**config.mk**
```make
export PLATFORM = sky130hd
export DESIGN_NAME = enc8_3_arb
export DESIGN_NICKNAME = d
export VERILOG_FILES = /design/src/rtl/enc8_3_arb.sv
export SDC_FILE = /design/constraint.sdc
export NUM_CORES = 1
export LEC_CHECK = 0
export CORE_UTILIZATION = 40
export CTS_BUF_LIST = sky130_fd_sc_hd__clkbuf_8
export CTS_CLUSTER_SIZE = 10
export DETAILED_ROUTE_END_ITERATION = 6
export PLACE_DENSITY = 0.81
export SLEW_MARGIN = 20
export SYNTH_ARGS = -nofsm -noshare
export SYNTH_HDL_FRONTEND = slang
export SYNTH_SLANG_ARGS = --single-unit
```
**constraint.sdc**
```tcl
create_clock -name clk -period 2.3 [get_ports clk]
set_input_delay 0.46 -clock clk [delete_from_list [all_inputs] [get_ports clk]]
set_output_delay 0.46 -clock clk [all_outputs]
set_load 0.02 [all_outputs]
```
**src/rtl/enc8_3_arb.sv**
```systemverilog
// Registered 8-to-3 priority encoder with sticky request capture and a
// valid/ready output handshake. Pending bits are set by requests and cleared
// when the consumer accepts the code that names them.
module enc8_3_arb #(
  parameter bit LSB_FIRST = 1'b1
) (
  input  logic       clk,
  input  logic       rst_n,
  input  logic       en,
  input  logic [7:0] in,
  input  logic       ready,
  output logic [2:0] y,
  output logic       valid,
  output logic [7:0] pend,
  output logic       lost
);

  typedef enum logic {
    EMPTY = 1'b0,
    FULL  = 1'b1
  } state_t;

  state_t     state;
  state_t     state_nxt;
  logic [2:0] y_nxt;
  logic [7:0] cap;
  logic       acc;
  logic [7:0] clr;
  logic [7:0] sel;

  // Index of the winning bit; when nothing is set the result is unused.
  function automatic logic [2:0] prio(input logic [7:0] v);
    logic [2:0] idx;
    idx = 3'd0;
    if (LSB_FIRST) begin
      for (int i = 7; i >= 0; i--) begin
        if (v[i]) idx = 3'(i);
      end
    end else begin
      for (int i = 0; i < 8; i++) begin
        if (v[i]) idx = 3'(i);
      end
    end
    return idx;
  endfunction

  assign valid = (state == FULL);

  // Capture mask, acceptance clear and the set the encoder may pick from;
  // bits captured this cycle only become selectable on the next one.
  always_comb begin
    cap = en ? in : 8'h00;
    acc = valid & ready;
    clr = acc ? (8'b1 << y) : 8'h00;
    sel = pend & ~clr;
  end

  // Output slot control: load a new code when empty or when the current one
  // is taken; hold steady under backpressure even if a better request shows up.
  always_comb begin
    state_nxt = state;
    y_nxt     = y;
    case (state)
      EMPTY: begin
        if (|sel) begin
          y_nxt     = prio(sel);
          state_nxt = FULL;
        end
      end
      FULL: begin
        if (ready) begin
          if (|sel) begin
            y_nxt = prio(sel);
          end else begin
            state_nxt = EMPTY;
          end
        end
      end
      default: begin
        state_nxt = EMPTY;
      end
    endcase
  end

  // Registers for pending bits, overflow pulse and the presented code;
  // a new capture on the same bit as an accept keeps the bit set.
  always_ff @(posedge clk or negedge rst_n) begin
    if (!rst_n) begin
      pend  <= 8'h00;
      lost  <= 1'b0;
      y     <= 3'd0;
      state <= EMPTY;
    end else begin
      pend  <= sel | cap;
      lost  <= |(cap & sel);
      y     <= y_nxt;
      state <= state_nxt;
    end
  end

endmodule

```
==> impl_results.md <==
* TritonRoute pass-1 iters at 4
* Arrival @ worst endpoint at 2250 ps
* P per Cell Area at 974 nW/um^2
* Synthesized area at 734 um^2
* 1st-iter DRT viols at 32
* Post-CTS Setup Repair Bufs at 0
* Share of layout cells above drive strength 1 at 0.183
* Nets@finish at 122
* Post-cts resize count at 0
* GRT Residual Overflow at 0
* Remaining DRCs at 0
* Detailed Place HPWL at 1450 um
* CP cell instances: clkdlybuf4s50_1 -> nand3_4 -> o21a_1 -> o311ai_1 -> a31oi_1 -> mux2_2
* CTS tree: yes
* RSZ-0062 raised after global routing: no
* Final hold violations at 0
* Peak VDD IR at 0.455 mV
* Max cap viols at 0
* Worst-Skew Late Latency at 250 ps
* Worst Hold Class: reg -> reg
* # H-tree levels at 1
* Worst Tran Pin Value at 605 ps
* Post-synth top area share at 0.443
* Area of the die at 2010 um^2
* Synthesis-stage register bit count at 13
* Most frequent cells in the layout: clkdlybuf4s50_1 (24), nand2_1 (19), dfrtp_1 (13), buf_4 (7), inv_1 (5)
* Sequential fraction of the synthesis area at 0.443
* CP delay by family, top: compound AO/OA/AOI/OAI gates
* Rows at 15
* Largest net degree at the start of global routing at 14
* Non-Filler Instances at 134
* Hold_buf cts at 0
* Root buf cell: clkbuf_8
* Avg WL per Cell at 14.4 um
* Async SR Flop Fraction at 1.00
* Vias at 754
* Area Overhead vs Synth at 49.7%
* Synth area leader: dfrtp_1
* Gate Count Post-Synth at 75
* GR Util All Layers at 0.230
* Synth Net Count at 87
* Nature of the critical path startpoint: input port
* Critical path fanouts, max at 7
* Post-route minimum period at 2120 ps
* Warnings from Yosys at 0
* Synth unique cells at 29
* Boundary pin count at 25
* Status: finished, final reports clean
* Ant diodes at 0
* Critical-path top delay cell: clkdlybuf4s50_1
* Post-synth EDFFs at 0
* GP Congestion at 0.879
* WP buf/inv at 1
* R2R setup slack at 460 ps
* Number of buffers created by CTS at 3
* CTS Buffer Depth at 2
* Multi-input logic area at 390 um^2
* Rel. slew slack at 0.596
* Clock Skews at 6.56 ps
* Post-DRT Antenna Nets at 0
* Leading cell type in the layout, fill and taps excluded: clkdlybuf4s50_1
* Initial antenna violation count at 0
* Worst-path clk slew at 50 ps
* Clock sink count at 13
* Largest stage delay on the critical path at 600 ps
* Vias in the first global route at 696
* Die W at 44.9 um
* Starting Density at 0.425
* CP required at 2430 ps
* Final Hold Slack at 569 ps
* Setup violators final at 0
* Peak Freq at 0.471 GHz
* Vias per cell at 5.63
* Fin Setup TNS at 0 ps
* Register area at 325 um^2
* I/O Buffers at 24
* Drt total wl at 1930 um
* Synth Flop Type: dfrtp_1
* Core area at 1730 um^2
* Synth Area per Inst at 9.79 um^2
* Leakage at 0.437 nW
* Die Ht at 44.9 um
* Fin crit share at 0.923
* Area contributors post-synth: dfrtp_1 (44%), nand2_1 (9.7%), a22oi_1 (4.1%)
* Fillers at 151
* Final Max Tran Viols at 0
* Global-route wire length before repair at 3310 um
* Placed cell count at 130
* Critical path class: in -> reg
* Worst Setup End Kind: flop
worst paths after layout:
kind,start,to,cells after the start
setup / recovery,ready,y[0],6
hold / removal,pend[0],pend[0],2
setup reg to reg,y[1],y[0],5
hold reg to reg,pend[0],pend[0],2
max in group asynchronous,rst_n,pend[1],1
min in group asynchronous,rst_n,pend[7],1
sequential cells by signal, summed over array words and instances, names as in the netlist:
signal / cells
pend: 8
y: 3
lost: 1
valid: 1
per-stage QoR:
step / power, W / worst slack (ps) / util / instance area [um^2]
global route: 0.00113 / 65.4 / 0.637 / 1100
detailed placement: 0.000863 / -35.6 / 0.611 / 1050
finish: 0.00107 / 178 / 0.637 / 1100
global placement: 0.000851 / 28.1 / 0.611 / 1050
CTS: 0.00107 / 191 / 0.637 / 1100
floorplan: 0.000616 / 510 / - / 734
cell usage after synthesis, types with 2 or more instances:
cell / instances
a21oi_1: 2
a22oi_1: 4
dfrtp_1: 13
inv_1: 4
mux2_2: 2
nand2_1: 19
nand4_1: 2
o21a_1: 4
o21ai_1: 4
o21ai_2: 2
tightest hold or removal path: stages (launching register included):
cell and delay, ps:
dfrtp_1 370, o31ai_1 100, nand2_1 60
logic make-up (layout without fill, tap and decap cells):
| logic type | Yosys count | after routing | share of synthesized area |
|---|---|---|---|
| buffers and inverters | 5 | 39 | 0.0255 |
| muxes | 2 | 2 | 0.0307 |
| AOI/OAI and AO/OA | 25 | 25 | 0.261 |
| and+or+nand+nor | 30 | 30 | 0.240 |
| DFF | 13 | 13 | 0.443 |
layout make-up:
cell class / count / share of cell area
well taps: 25 / 0.0284
clock inverters: 1 / 0.00341
flip-flops and latches: 13 / 0.296
repair buffers: 31 / 0.266
inverters: 4 / 0.0137
multi-input cells: 57 / 0.355
clock buffers: 3 / 0.0375
report_power, final:
part	switching, W	internal (W)	leakage (nW)	total [W]
clock	0.0000871	0.000118	0.0269	0.000205
sequential	0.0000790	0.000284	0.136	0.000363
combinational	0.000254	0.000249	0.274	0.000503
metal layers:
metal | GRT usage | wire (um)
met1 | 0.304 | 810
met2 | 0.374 | 949
met3 | 0.0240 | 117
met4 | 0.115 | 51
met5 | 0 | 0
(Power assumes the default switching activity.)
